$ cat config.mk
export PLATFORM = sky130hd
export DESIGN_NAME = fpu_mul_exp_pipe_flat
export DESIGN_NICKNAME = d
export VERILOG_FILES = /design/src/rtl/fpu_mul_exp_pkg.sv /design/src/rtl/fpu_mul_exp_pipe_if.sv /design/src/rtl/fpu_mul_exp_stage.sv /design/src/rtl/fpu_mul_exp_pipe.sv /design/src/flat_wrapper.sv
export SDC_FILE = /design/constraint.sdc
export NUM_CORES = 1
export LEC_CHECK = 0
export BUFFER_PORTS_ARGS = -buffer_cell sky130_fd_sc_hd__buf_4
export CAP_MARGIN = 20
export CELL_PAD_IN_SITES_DETAIL_PLACEMENT = 2
export CELL_PAD_IN_SITES_GLOBAL_PLACEMENT = 2
export CORE_ASPECT_RATIO = 0.7
export CORE_UTILIZATION = 37
export CTS_CLUSTER_DIAMETER = 60
export CTS_CLUSTER_SIZE = 14
export DETAILED_ROUTE_END_ITERATION = 16
export HOLD_SLACK_MARGIN = 0.03
export PLACE_DENSITY_LB_ADDON = 0.1
export SLEW_MARGIN = 20
export SYNTH_ARGS = -nofsm -noshare
export SYNTH_HDL_FRONTEND = slang
export SYNTH_HIERARCHICAL = 1
export SYNTH_SLANG_ARGS = --single-unit
$ cat constraint.sdc
create_clock -name rclk -period 4.3 [get_ports rclk]
set_input_delay 0.86 -clock rclk [delete_from_list [all_inputs] [get_ports rclk]]
set_output_delay 0.86 -clock rclk [all_outputs]
set_load 0.02 [all_outputs]
$ cat src/rtl/fpu_mul_exp_pkg.sv
// Shared types and constants for the FPU multiply exponent pipe.
// Latency: n/a (declarations only).
// Backpressure: n/a. Contents: format enum, single-precision constants, internal width helper.
package fpu_mul_exp_pkg;

    // Per-operation format select carried alongside the exponent down the pipe.
    typedef enum logic [1:0] {
        FMT_NATIVE = 2'd0,
        FMT_SNGL   = 2'd1,
        FMT_SMULD  = 2'd2,
        FMT_ZERO   = 2'd3
    } fmt_e;

    localparam int SNGL_BIAS = 127;
    localparam int SNGL_MAX  = 255;

    // Two extra bits: one for the carry of e1+e2, one for the sign after bias/lz subtraction.
    function automatic int int_w(input int exp_w);
        return exp_w + 2;
    endfunction

endpackage

$ cat src/rtl/fpu_mul_exp_pipe_if.sv
// Bundle of step/flush control, per-operation inputs, side inputs and results for the exponent pipe.
// Latency: n/a (wires only).
// Backpressure: none; the shared step signal stalls the whole pipe. master = driver, slave = pipe.
interface fpu_mul_exp_pipe_if #(
    parameter int EXP_W = 11,
    parameter int LZ_W  = 7
);
    logic             step;
    logic             flush;
    logic             in_vld;
    logic [EXP_W-1:0] in_exp1;
    logic [EXP_W-1:0] in_exp2;
    logic [1:0]       in_fmt;
    logic [LZ_W-1:0]  norm_lz;
    logic             norm_inc;
    logic             rnd_cout;
    logic             to_inf;
    logic             out_vld;
    logic [EXP_W-1:0] out_exp;
    logic             out_ovf;
    logic             out_unf;

    modport master (
        output step, flush, in_vld, in_exp1, in_exp2, in_fmt,
               norm_lz, norm_inc, rnd_cout, to_inf,
        input  out_vld, out_exp, out_ovf, out_unf
    );

    modport slave (
        input  step, flush, in_vld, in_exp1, in_exp2, in_fmt,
               norm_lz, norm_inc, rnd_cout, to_inf,
        output out_vld, out_exp, out_ovf, out_unf
    );
endinterface

$ cat src/rtl/fpu_mul_exp_stage.sv
// One {valid, data} pipe register advanced by step and cleared by flush.
// Latency: 1 step-qualified cycle.
// Backpressure: step=0 holds everything. Ports: clk, rst, step, flush, d_vld/d_dat in, q_vld/q_dat out.
module fpu_mul_exp_stage #(
    parameter int W = 8
) (
    input  logic         clk,
    input  logic         rst,
    input  logic         step,
    input  logic         flush,
    input  logic         d_vld,
    input  logic [W-1:0] d_dat,
    output logic         q_vld,
    output logic [W-1:0] q_dat
);
    always_ff @(posedge clk) begin
        if (rst) begin
            q_vld <= 1'b0;
            q_dat <= '0;
        end else begin
            if (flush)
                q_vld <= 1'b0;
            else if (step)
                q_vld <= d_vld;
            // Data only moves with a live operation, so bubbles and flushes leave it intact.
            if (step && d_vld && !flush)
                q_dat <= d_dat;
        end
    end
endmodule

$ cat src/rtl/fpu_mul_exp_pipe.sv
// Multiply exponent pipe: biased sum/rebias, DEPTH-1 delays, leading-zero normalise, round and saturate.
// Latency: DEPTH+2 step-qualified cycles, one op per step.
// Backpressure: step=0 freezes all stages and outputs; flush clears valids only.
// Ports: rclk, rst (sync, active-high), bus (slave modport). Optional macro FPU_MUL_EXP_ERR_INJ_EN
// adds err_en/err_ctrl, which flip bit (err_ctrl mod INT_W) of the stage-A sum on capture.
module fpu_mul_exp_pipe
    import fpu_mul_exp_pkg::*;
#(
    parameter int EXP_W = 11,
    parameter int BIAS  = 1023,
    parameter int LZ_W  = 7,
    parameter int DEPTH = 3
) (
    input  logic rclk,
    input  logic rst,
`ifdef FPU_MUL_EXP_ERR_INJ_EN
    input  logic       err_en,
    input  logic [3:0] err_ctrl,
`endif
    fpu_mul_exp_pipe_if.slave bus
);
    localparam int INT_W = int_w(EXP_W);

    typedef struct packed {
        logic [INT_W-1:0] sum;
        fmt_e             fmt;
    } sum_t;

    typedef struct packed {
        logic [INT_W-1:0] n;
        logic             unf;
        fmt_e             fmt;
    } norm_t;

    // ---------------- stage A: exponent sum with format rebias ----------------
    logic signed [INT_W-1:0] e1, e2, s1, s2, sum_raw;
    fmt_e                    fmt_in;
    sum_t                    a_in;
`ifdef FPU_MUL_EXP_ERR_INJ_EN
    logic [INT_W-1:0]        err_mask;
`endif

    always_comb begin
        fmt_in = fmt_e'(bus.in_fmt);
        e1 = $signed({{(INT_W-EXP_W){1'b0}}, bus.in_exp1});
        e2 = $signed({{(INT_W-EXP_W){1'b0}}, bus.in_exp2});
        // Single-precision exponent lives in the top 8 bits of the native field.
        s1 = $signed({{(INT_W-8){1'b0}}, bus.in_exp1[EXP_W-1 -: 8]});
        s2 = $signed({{(INT_W-8){1'b0}}, bus.in_exp2[EXP_W-1 -: 8]});
        case (fmt_in)
            FMT_NATIVE: sum_raw = e1 + e2 - $signed(INT_W'(BIAS));
            FMT_SNGL:   sum_raw = s1 + s2 - $signed(INT_W'(SNGL_BIAS));
            FMT_SMULD:  sum_raw = s1 + s2 + $signed(INT_W'(BIAS - 2*SNGL_BIAS));
            default:    sum_raw = '0;
        endcase
    end

`ifdef FPU_MUL_EXP_ERR_INJ_EN
    always_comb begin
        err_mask = '0;
        if (err_en)
            err_mask = {{(INT_W-1){1'b0}}, 1'b1} << (int'(err_ctrl) % INT_W);
    end
`endif

    always_comb begin
        a_in     = '0;
        a_in.fmt = fmt_in;
`ifdef FPU_MUL_EXP_ERR_INJ_EN
        a_in.sum = sum_raw ^ err_mask;
`else
        a_in.sum = sum_raw;
`endif
    end

    // ---------------- stage A plus delay stages D1..D(DEPTH-1) ----------------
    logic [DEPTH-1:0] st_vld;
    sum_t [DEPTH-1:0] st_dat;

    for (genvar i = 0; i < DEPTH; i++) begin : g_sum
        if (i == 0) begin : g_a
            fpu_mul_exp_stage #(.W($bits(sum_t))) u_stage (
                .clk   (rclk),
                .rst   (rst),
                .step  (bus.step),
                .flush (bus.flush),
                .d_vld (bus.in_vld),
                .d_dat (a_in),
                .q_vld (st_vld[0]),
                .q_dat (st_dat[0])
            );
        end else begin : g_d
            fpu_mul_exp_stage #(.W($bits(sum_t))) u_stage (
                .clk   (rclk),
                .rst   (rst),
                .step  (bus.step),
                .flush (bus.flush),
                .d_vld (st_vld[i-1]),
                .d_dat (st_dat[i-1]),
                .q_vld (st_vld[i]),
                .q_dat (st_dat[i])
            );
        end
    end

    // ---------------- normalise stage: subtract leading-zero count, clamp at 0 ----------------
    logic signed [INT_W-1:0] n_raw;
    norm_t                   n_in, n_q;
    logic                    n_vld;

    always_comb begin
        n_raw = $signed(st_dat[DEPTH-1].sum) - $signed({{(INT_W-LZ_W){1'b0}}, bus.norm_lz});
        n_in     = '0;
        n_in.fmt = st_dat[DEPTH-1].fmt;
        if (n_raw <= 0) begin
            n_in.n   = '0;
            n_in.unf = 1'b1;
        end else begin
            n_in.n   = n_raw;
            n_in.unf = 1'b0;
        end
    end

    fpu_mul_exp_stage #(.W($bits(norm_t))) u_norm (
        .clk   (rclk),
        .rst   (rst),
        .step  (bus.step),
        .flush (bus.flush),
        .d_vld (st_vld[DEPTH-1]),
        .d_dat (n_in),
        .q_vld (n_vld),
        .q_dat (n_q)
    );

    // ---------------- round stage / output register ----------------
    logic signed [INT_W-1:0] r, max_v;
    logic [EXP_W-1:0]        max_lo;
    logic                    o_vld, o_ovf, o_unf;
    logic [EXP_W-1:0]        o_exp;

    always_comb begin
        r = $signed(n_q.n)
          + $signed({{(INT_W-1){1'b0}}, bus.norm_inc})
          + $signed({{(INT_W-1){1'b0}}, bus.rnd_cout});
        max_v  = (n_q.fmt == FMT_SNGL) ? $signed(INT_W'(SNGL_MAX))
                                       : $signed({{(INT_W-EXP_W){1'b0}}, {EXP_W{1'b1}}});
        max_lo = max_v[EXP_W-1:0];
    end

    always_ff @(posedge rclk) begin
        if (rst) begin
            o_vld <= 1'b0;
            o_exp <= '0;
            o_ovf <= 1'b0;
            o_unf <= 1'b0;
        end else begin
            if (bus.flush)
                o_vld <= 1'b0;
            else if (bus.step)
                o_vld <= n_vld;
            if (bus.step && n_vld && !bus.flush) begin
                // Reaching the all-ones code (infinity) counts as overflow.
                if (r >= max_v) begin
                    o_exp <= bus.to_inf ? max_lo : max_lo - 1'b1;
                    o_ovf <= 1'b1;
                end else begin
                    o_exp <= r[EXP_W-1:0];
                    o_ovf <= 1'b0;
                end
                o_unf <= n_q.unf || (n_q.fmt == FMT_ZERO);
            end
        end
    end

    assign bus.out_vld = o_vld;
    assign bus.out_exp = o_exp;
    assign bus.out_ovf = o_ovf;
    assign bus.out_unf = o_unf;

endmodule

$ cat src/flat_wrapper.sv
// flat-port wrapper written by rule: the top's interface ports become plain ports
module fpu_mul_exp_pipe_flat import fpu_mul_exp_pkg::*;
#(
    parameter int EXP_W = 11,
    parameter int BIAS  = 1023,
    parameter int LZ_W  = 7,
    parameter int DEPTH = 3
)
  (rclk, rst, bus_step, bus_flush, bus_in_vld, bus_in_exp1, bus_in_exp2, bus_in_fmt, bus_norm_lz, bus_norm_inc, bus_rnd_cout, bus_to_inf, bus_out_vld, bus_out_exp, bus_out_ovf, bus_out_unf);
  fpu_mul_exp_pipe_if #(.EXP_W(EXP_W), .LZ_W(LZ_W)) bus_i ();
  input  logic rclk;
  input  logic rst;
  input wire logic [$bits(bus_i.step)-1:0] bus_step;
  input wire logic [$bits(bus_i.flush)-1:0] bus_flush;
  input wire logic [$bits(bus_i.in_vld)-1:0] bus_in_vld;
  input wire logic [$bits(bus_i.in_exp1)-1:0] bus_in_exp1;
  input wire logic [$bits(bus_i.in_exp2)-1:0] bus_in_exp2;
  input wire logic [$bits(bus_i.in_fmt)-1:0] bus_in_fmt;
  input wire logic [$bits(bus_i.norm_lz)-1:0] bus_norm_lz;
  input wire logic [$bits(bus_i.norm_inc)-1:0] bus_norm_inc;
  input wire logic [$bits(bus_i.rnd_cout)-1:0] bus_rnd_cout;
  input wire logic [$bits(bus_i.to_inf)-1:0] bus_to_inf;
  output wire logic [$bits(bus_i.out_vld)-1:0] bus_out_vld;
  output wire logic [$bits(bus_i.out_exp)-1:0] bus_out_exp;
  output wire logic [$bits(bus_i.out_ovf)-1:0] bus_out_ovf;
  output wire logic [$bits(bus_i.out_unf)-1:0] bus_out_unf;
  assign bus_i.step = bus_step;
  assign bus_i.flush = bus_flush;
  assign bus_i.in_vld = bus_in_vld;
  assign bus_i.in_exp1 = bus_in_exp1;
  assign bus_i.in_exp2 = bus_in_exp2;
  assign bus_i.in_fmt = bus_in_fmt;
  assign bus_i.norm_lz = bus_norm_lz;
  assign bus_i.norm_inc = bus_norm_inc;
  assign bus_i.rnd_cout = bus_rnd_cout;
  assign bus_i.to_inf = bus_to_inf;
  assign bus_out_vld = bus_i.out_vld;
  assign bus_out_exp = bus_i.out_exp;
  assign bus_out_ovf = bus_i.out_ovf;
  assign bus_out_unf = bus_i.out_unf;
  fpu_mul_exp_pipe #(.EXP_W(EXP_W), .BIAS(BIAS), .LZ_W(LZ_W), .DEPTH(DEPTH)) u_core (.rclk(rclk), .rst(rst), .bus(bus_i));
endmodule
==> metrics.txt, run 1 <==
cell count after synthesis 640; nets@finish approximately 760; fmax 260.4 MHz; vias in the first global route 4,905; Final min period 3.840 ns; Pins Over Slew Limit 0; Seq. cell area between 1500 and 2000 um^2; top cells by count, synth 129 x nand2b_1, 79 x dfxtp_1, 66 x mux2i_1; max cap viols 0; Placeable Area 14,770 um^2; routed wire length 15,210 um; Tightest Hold Check Type flip-flop to flip-flop; met3 GRT Util 0.04026; syn_area_per_cell 8.811 um^2; Clk Latency, worst-skew pair roughly 0.34 ns; #FFs+latches synth 79; IO Pins between 50 and 60; simple-gate share of the synthesized area 0.2623; # hold bufs at CTS 0; power per cell area 310.0 nW/um^2; final instance area 6436 um^2; Initial Util 0.3819; Worst Tran Pin Value 1.012 ns; # DRC 0; antenna cells 0; final setup TNS 0 ns; count leader, synth nand2b_1; initial antenna violation count 0; synth warn 6; Die H 105.3 um; WP data arrival 4.07 ns; DRT Pass-1 Iters 4; Final Hold Vio Count 0; Post-Syn Nets 721; vias 4,561; Critical Path Sink Type flip-flop; VDD IR max between 0.00015 and 0.0002 V; ys flop type dfxtp_1; row count 37; adder-cell area share of the yosys netlist 0.1065; post-synthesis mux area share 0.1191; Clock transition at path regs approximately 0.060 ns; routed vias/inst 5.195; multi-input combinational cell area 3697 um^2; largest family of logic cells by synthesized area simple AND/OR/NAND/NOR gates; Final Core Density 0.4358; GRT met2 Usage 0.3185; Final Cycle Share 0.8931; max_slew headroom 0.3255; clock sinks 79; post-synthesis xor/xnor area fraction 0.05125; Remaining Overflow, GRT 0; hpwl dp 11,520 um; Placement Cell Area 6090 um^2; Synth Cell Area between 5000 and 6000 um^2; Post-CTS Resized 0; area of the die 15,750 um^2; crit-path max FO 7; sequential element share of the synthesized area 0.2805; placed insts 862; nature of the critical path startpoint input port; Final setup violation count 0; fin cells between 800 and 900; total track usage 0.2035; CTS tree yes; leading area contributor after synthesis dfxtp_1; Yosys cell types between 60 and 70; CTS max path bufs 2; Post-synth EDFFs 0; top cell type's share of synthesized area 0.2805; kind of critical path input port to flip-flop; PortBufs 52; Die Width 149.6 um; first-pass GRT wire length 25,040 um; root buffer cell clkbuf_16; top cells by area, synth dfxtp_1 28%, nand2b_1 14%, mux2i_1 12%, ha_1 7.1%, fa_1 3.6%; number of DRC markers in iteration 0 around 130; remaining antenna violation count 0; layout cells sized above 1 0.1201; LEAKAGE 2.474 nW; final RePlAce weighted congestion between 0.7 and 0.8; RSZ-0062 raised after global routing no; busiest grt layer met2; largest net degree at the start of global routing 140; Synth Area in Compound Gates 0.1158; Worst Path Required 4.53 ns; Setup Fix Bufs, Post-CTS 0; status complete, no violations; Final Skew ~0.005 ns; Area growth syn-to-layout 14.13%; asr flop ratio synth 0; Clock H-tree levels 3; Num CTS Buffers 9; GR Util met1 0.2911; wire per inst 17.32 um; fill count 1,659
area by class of cell:
| cell class | count | share of cell area |
|---|---|---|
| multi-input cells | 493 | 0.5745 |
| flip-flops and latches | 79 | 0.2457 |
| repair buffers | 56 | 0.06532 |
| well taps | 195 | 0.03791 |
| clock buffers | 11 | 0.03771 |
| inverters | 39 | 0.02274 |
| clock inverters | 5 | 0.01614 |
kinds of logic (layout without fill, tap and decap cells):
family                   Yosys count  after routing
AO/OA/AOI/OAI                     96             96
XOR/XNOR                          33             33
adder cells (fa/ha/maj)           42             42
buffers and inverters             68            111
flip-flops                        79             79
multiplexers                      67             67
other                              1              1
AND/OR/NAND/NOR                  254            254
flip-flops by register name, indices dropped and copies added, names as in the netlist:
register	cells
u_core/g_sum.g_d.u_stage/q_dat	30
u_core/u_norm/q_vld	1
u_core/bus.out_ovf	1
u_core/bus.out_vld	1
u_core/u_norm/q_dat	16
u_core/bus.out_unf	1
u_core/g_sum.g_d.u_stage/q_vld	2
u_core/bus.out_exp	11
u_core/g_sum.g_a.u_stage/q_dat	15
u_core/g_sum.g_a.u_stage/q_vld	1
path summary, 6_finish.rpt:
path                                           endpoint  slack (ns)  cells past startpoint                             startpoint
setup / recovery                  u_core/bus.out_exp[9]        0.46                     14                           bus_norm_inc
hold / removal    u_core/g_sum[0].g_a.u_stage/q_dat[12]        0.48                      2  u_core/g_sum[0].g_a.u_stage/q_dat[12]
setup reg to reg                  u_core/bus.out_exp[9]        0.82                     13                 u_core/u_norm/q_dat[3]
hold reg to reg   u_core/g_sum[0].g_a.u_stage/q_dat[12]        0.48                      2  u_core/g_sum[0].g_a.u_stage/q_dat[12]
through the flow:
stage / power, W / worst slack, ns / hold WS, ns
floorplan: 0.0009972 / 0.6284 / 0.4485
global placement: 0.001104 / 0.3794 / 0.4614
detailed placement: 0.001118 / 0.1680 / 0.4711
CTS: 0.002021 / 0.4357 / 0.4819
global route: 0.002092 / 0.3318 / 0.4952
finish: 0.001995 / 0.4596 / 0.4750
power breakdown:
| group | switching (W) | internal [W] |
|---|---|---|
| registers | 0.00000351 | 0.000738 |
| logic | 0.000203 | 0.000160 |
| clock network | 0.000306 | 0.000584 |
layer usage:
layer	up-vias	part of all wire	wire length [um]
met5	-	0	0
met4	0	0.0046	70
met3	6	0.031	477
met2	52	0.45	6810
met1	2248	0.52	7851
li1	2255	-	-
critical path, stage by stage:
cell and delay (ns):
buf_4 0.12, fa_1 0.47, ha_1 0.28, nand2_1 0.16, nor3_1 0.08, and3_1 0.20, xor2_1 0.16, ha_1 0.35
nand4_1 0.11, o41ai_1 0.32, o21ai_1 0.12, a31o_2 0.32, o311a_1 0.33, a22o_1 0.19
cell usage in the layout, fill, tap and decap left out, drive strengths merged, types with 2 or more instances in the layout:
cell,count
ha,32
nand2b,129
nor4,3
o21bai,2
dfxtp,79
and2,3
nand4,5
nand3,10
a21oi,19
o31a,4
o311a,2
fa,10
o21ai,21
o22ai,4
buf,56
and3,4
nor3b,2
xor2,15
nor2,35
xnor2,18
o211ai,6
nand4b,2
or2,2
mux2i,66
nor3,11
a31oi,6
a211oi,11
or2b,3
bufinv,3
and3b,5
a22o,3
a21o,2
clkbuf,11
nand2,17
o21a,5
inv,40
or3,3
nor2b,14
No activity file was read; power rests on OpenSTA's default activity.
==> run 2: changes to the inputs <==
Settings changed: CORE_UTILIZATION 37 to 35.
==> metrics.txt, run 2 (synthesis gave the netlist of run 1 again) <==
status complete, no violations; first-pass GRT wire length approximately 24,000 um; CTS tree yes; setup slack after layout 0.4862 ns; final RePlAce weighted congestion 0.8161; max cap viols 0; # DRC 0; row count 38; CTS max path bufs 2; Clock transition at path regs 0.06 ns; CP max stage cell fa_1; tightest hold margin 0.4737 ns; area of the die 16,630 um^2; Tightest Hold Check Type flip-flop to flip-flop; Final setup violation count 0; Post-CTS Resized 0; Final Hold Vio Count 0; Final Skew approximately 0.0064 ns; kind of critical path input port to flip-flop; Clk Latency, worst-skew pair 0.33 ns; Area growth syn-to-layout 13.91%; Remaining Overflow, GRT 0; vias in the first global route about 4,700; antenna cells 0; Final min period 3.814 ns; hpwl dp roughly 12,000 um; max_slew headroom 0.3179; crit path cell chain buf_4, fa_1, ha_1, nand2_1, nor3_1, and3_1, xor2_1, ha_1, nand4_1, o41ai_1, o21ai_1, a31o_2, o311a_1, a22o_1; routed wire length 14,910 um; crit-path max FO 7; PortBufs between 50 and 60; Num CTS Buffers 9; fmax ~260 MHz; largest net degree at the start of global routing 140; RSZ-0062 raised after global routing no; max FFs per register 30; remaining antenna violation count 0; nets@finish 758; routed vias/inst 5.168; Worst Tran Pin Value 1.023 ns; slowest stage delay, CP 0.48 ns; Die Width 153.7 um; Worst setup startpoint bus_norm_inc; power per cell area 305.6 nW/um^2; vias 4,553; number of DRC markers in iteration 0 215; worst hold start u_core/g_sum[2].g_d.u_stage/q_dat[0]; Largest regs u_core/g_sum.g_d.u_stage/q_dat x30, u_core/u_norm/q_dat x16, u_core/g_sum.g_a.u_stage/q_dat x15; pre-CTS setup slack between 0.15 and 0.2 ns; largest register by flop count u_core/g_sum.g_d.u_stage/q_dat; Pins Over Slew Limit 0; critical path's most frequent cell ha_1; wire per inst 16.92 um; Clock H-tree levels 3; Initial Util 0.3616; most common cell after layout, fill and taps aside nand2b_1; IO Pins 53; WP data arrival 4.04 ns; Die H 108.2 um; total track usage 0.1841; nature of the critical path startpoint input port; DRT Pass-1 Iters 4; layout cells sized above 1 0.1175; total chip power 0.001963 W; Worst Path Required 4.52 ns; final setup TNS 0 ns; # hold bufs at CTS 0; fin cells approximately 880; LEAKAGE 2.459 nW; Final Cycle Share 0.8869; most frequent cells in the layout 129 x nand2b_1, 79 x dfxtp_1, 66 x mux2i_1; placed insts a little under 900; initial antenna violation count 0; Setup Fix Bufs, Post-CTS 0; root buffer cell clkbuf_16; r2r startpoint u_core/u_norm/q_dat[3]; clock sinks 79; Placeable Area 15,600 um^2; fill count about 1,700; VDD IR max 0.0001916 V; Critical Path Sink Type flip-flop
-- run 2: cell types whose count changed in the layout (fill, tap and decap cells not counted) --
cell and delta:
buf_4 -1, clkinv_2 -1, clkbuf_8 -1, clkinvlp_4 +1
-- run 2: worst max-delay path, delay by kind of cell --
kind / cells / cell delay, ns
AO/OA/AOI/OAI: 5 / 1.21
XOR/XNOR: 1 / 0.16
adder cells (fa/ha/maj): 3 / 1.11
AND/OR/NAND/NOR: 4 / 0.57
buffers and inverters: 1 / 0.11
-- run 2: path summary, 6_finish.rpt --
check | to | slack, ns | depth (start not counted)
max | u_core/bus.out_exp[10] | 0.49 | 14
min | u_core/g_sum[2].g_d.u_stage/q_dat[0] | 0.47 | 2
max reg2reg | u_core/bus.out_exp[10] | 0.86 | 13
min reg2reg | u_core/g_sum[2].g_d.u_stage/q_dat[0] | 0.47 | 2
-- run 2: area by class of cell --
class | instances | area (um^2) | share of cell area
clock inverter | 5 | 106.4 | 0.01656
inverter | 39 | 146.4 | 0.02279
timing repair buffer | 55 | 412.9 | 0.06428
multi-input combinational | 493 | 3697 | 0.5756
clock buffer | 10 | 229.0 | 0.03564
sequential | 79 | 1582 | 0.2462
tap | 200 | 250.2 | 0.03896
-- run 2: through the flow --
stage	area, um^2	utilization
after floorplan	5639	-
after global placement	6088	0.3904
after detailed placement	6088	0.3904
after CTS	6424	0.4119
after global routing	6424	0.4119
final	6424	0.4119
-- run 2: per-layer routing --
metal / GRT usage / up-vias / part of all wire
met5: 0 / - / 0
met2: 0.2731 / 69 / 0.41
met4: 0.03214 / 0 / 0.0054
met1: 0.2785 / 2214 / 0.55
li1: - / 2263 / -
met3: 0.03046 / 7 / 0.040
-- run 2: report_power, final --
| group | leakage, nW | switching [W] | internal (W) |
|---|---|---|---|
| combinational | 1.66 | 0.000198 | 0.000159 |
| clock | 0.159 | 0.000298 | 0.000566 |
| sequential | 0.637 | 0.00000346 | 0.000738 |
==> run 3: changes to the inputs <==
--- a/config.mk
+++ b/config.mk
@@ -8,8 +8,8 @@
 export BUFFER_PORTS_ARGS = -buffer_cell sky130_fd_sc_hd__buf_4
 export CAP_MARGIN = 20
-export CELL_PAD_IN_SITES_DETAIL_PLACEMENT = 2
+export CELL_PAD_IN_SITES_DETAIL_PLACEMENT = 1
 export CELL_PAD_IN_SITES_GLOBAL_PLACEMENT = 2
 export CORE_ASPECT_RATIO = 0.7
-export CORE_UTILIZATION = 35
+export CORE_UTILIZATION = 34
 export CTS_CLUSTER_DIAMETER = 60
 export CTS_CLUSTER_SIZE = 14
==> constraint.sdc (replaced) <==
create_clock -name rclk -period 3.2 [get_ports rclk]
set_input_delay 0.32 -clock rclk [delete_from_list [all_inputs] [get_ports rclk]]
set_output_delay 0.32 -clock rclk [all_outputs]
set_load 0.02 [all_outputs]
==> metrics.txt, run 3 (synthesis gave the netlist of run 1 again) <==
# DRC 0; Worst Tran Pin Value 1.027 ns; remaining antenna violation count 0; fill count 1,867; Critical Path Sink Type flip-flop; clock sinks 79; CP Capture Point u_core/bus.out_exp[8]; Worst setup startpoint u_core/u_norm/q_dat[3]; initial antenna violation count 0; final RePlAce weighted congestion 0.8685; Reg2Reg Depth 13; total track usage 0.1711; PortBufs 52; Setup Fix Bufs, Post-CTS 0; Die H 109.8 um; Largest regs u_core/g_sum.g_d.u_stage/q_dat x30, u_core/u_norm/q_dat x16, u_core/g_sum.g_a.u_stage/q_dat x15; number of DRC markers in iteration 0 258; Die Width 155.9 um; tightest hold margin 0.2299 ns; r2r startpoint u_core/u_norm/q_dat[3]; WP data arrival 3.28 ns; IO Pins 53; Pins Over Slew Limit 0; Clock H-tree levels 3; busiest grt layer met1; final setup TNS 0 ns; status complete, no violations; power per cell area 393.1 nW/um^2; Final Skew 0.006210 ns; Placeable Area 15,830 um^2; R2R setup slack 0.14 ns; Remaining Overflow, GRT 0; fmax between 300 and 400 MHz; vias in the first global route 4,559; max cap viols 0; largest net degree at the start of global routing 99; GR Util met1 0.2720; crit-path max FO 6; endpoint of the worst register-to-register path u_core/bus.out_exp[8]; most frequent cells in the layout 129 x nand2b_1, 79 x dfxtp_1, 74 x buf_4; largest register by flop count u_core/g_sum.g_d.u_stage/q_dat; vias 4,588; Final min period 3.062 ns; met3 GRT Util 0.03547; CTS tree yes; max FFs per register 30; Final Core Density 0.4164; RSZ-0062 raised after global routing yes; Clk Latency, worst-skew pair 0.33 ns; Initial Util 0.3562; Num CTS Buffers 9; max_slew headroom 0.3155; LEAKAGE 2.558 nW; Final Cycle Share 0.9570; row count 38; wire per inst 15.27 um; pre-CTS setup slack -0.1520 ns; CTS max path bufs 2; first-pass GRT wire length 23,200 um; nature of the critical path startpoint flip-flop; Final Hold Vio Count 0; nets@finish roughly 780; # hold bufs at CTS 0; multi-input combinational cell area 3712 um^2; Tightest Hold Check Type input port to flip-flop; DRT Pass-1 Iters 4; Area growth syn-to-layout 16.91%; most common cell after layout, fill and taps aside nand2b_1; setup slack after layout 0.1375 ns; root buffer cell clkbuf_16; kind of critical path flip-flop to flip-flop; layout cells sized above 1 0.1471; Final setup violation count 0; routed wire length roughly 14,000 um; routed vias/inst 4.987; hpwl dp 11,070 um; antenna cells 0; VDD IR max 0.0002756 V; Worst Path Required 3.42 ns; Seq. cell area 1582 um^2; Clock transition at path regs 0.06 ns; area of the die 17,110 um^2; GRT met2 Usage 0.2299
-- run 3: worst min path at each step --
stage                                                    start                                   end  slack, ns  cells past startpoint
after floorplan                                            rst                 u_core/bus.out_exp[5]       0.38                      1
after global placement    u_core/g_sum[2].g_d.u_stage/q_dat[0]  u_core/g_sum[2].g_d.u_stage/q_dat[0]       0.46                      2
after detailed placement  u_core/g_sum[1].g_d.u_stage/q_dat[7]  u_core/g_sum[1].g_d.u_stage/q_dat[7]       0.47                      2
after CTS                                            bus_flush     u_core/g_sum[1].g_d.u_stage/q_vld       0.22                      2
after global routing                                 bus_flush     u_core/g_sum[0].g_a.u_stage/q_vld       0.23                      2
final                                                bus_flush     u_core/g_sum[0].g_a.u_stage/q_vld       0.23                      2
-- run 3: worst max-delay path, cell delays in order, from the launching register on --
cell and delay, ns:
dfxtp_1 0.33, fa_2 0.37, ha_1 0.21, nand2_1 0.11
nor3_2 0.05, and3_1 0.20, xor2_1 0.16, ha_1 0.31
nand4_1 0.11, o41ai_2 0.20, o21ai_1 0.11, a31o_2 0.26
o311a_1 0.34, a22o_1 0.19
-- run 3: area by class of cell --
type                            instances  share of cell area
Multi-Input combinational cell        493              0.5631
Sequential cell                        79              0.2399
Timing Repair Buffer                   74             0.08427
Tap cell                              220             0.04175
Clock buffer                           10             0.03625
Inverter                               39             0.02221
Clock inverter                          5             0.01253
-- run 3: layer usage --
layer  share of wire  up-vias
li1                -     2294
met1            0.57     2196
met2            0.37       86
met3           0.052       12
met4          0.0084        0
met5               0        -
-- run 3: what timing repair did --
action                                 in CTS  in global routing
endpoints found under the hold margin       0                  0
gates resized for setup                     0                  3
setup endpoints to repair                   0                  9
-- run 3: per-stage QoR --
step	std cells	power, W	instance area, um^2
final	920	0.002591	6593
after detailed placement	905	0.001504	6256
after CTS	920	0.002623	6578
after global placement	905	0.001496	6256
after floorplan	640	0.001340	5639
after global routing	920	0.002727	6593
-- run 3: report_power, final --
part | switching, W | internal [W] | total [W]
sequential | 0.00000432 | 0.000991 | 0.000996
combinational | 0.000267 | 0.000225 | 0.000492
clock | 0.000402 | 0.000701 | 0.00110
total | 0.000674 | 0.00192 | 0.00259
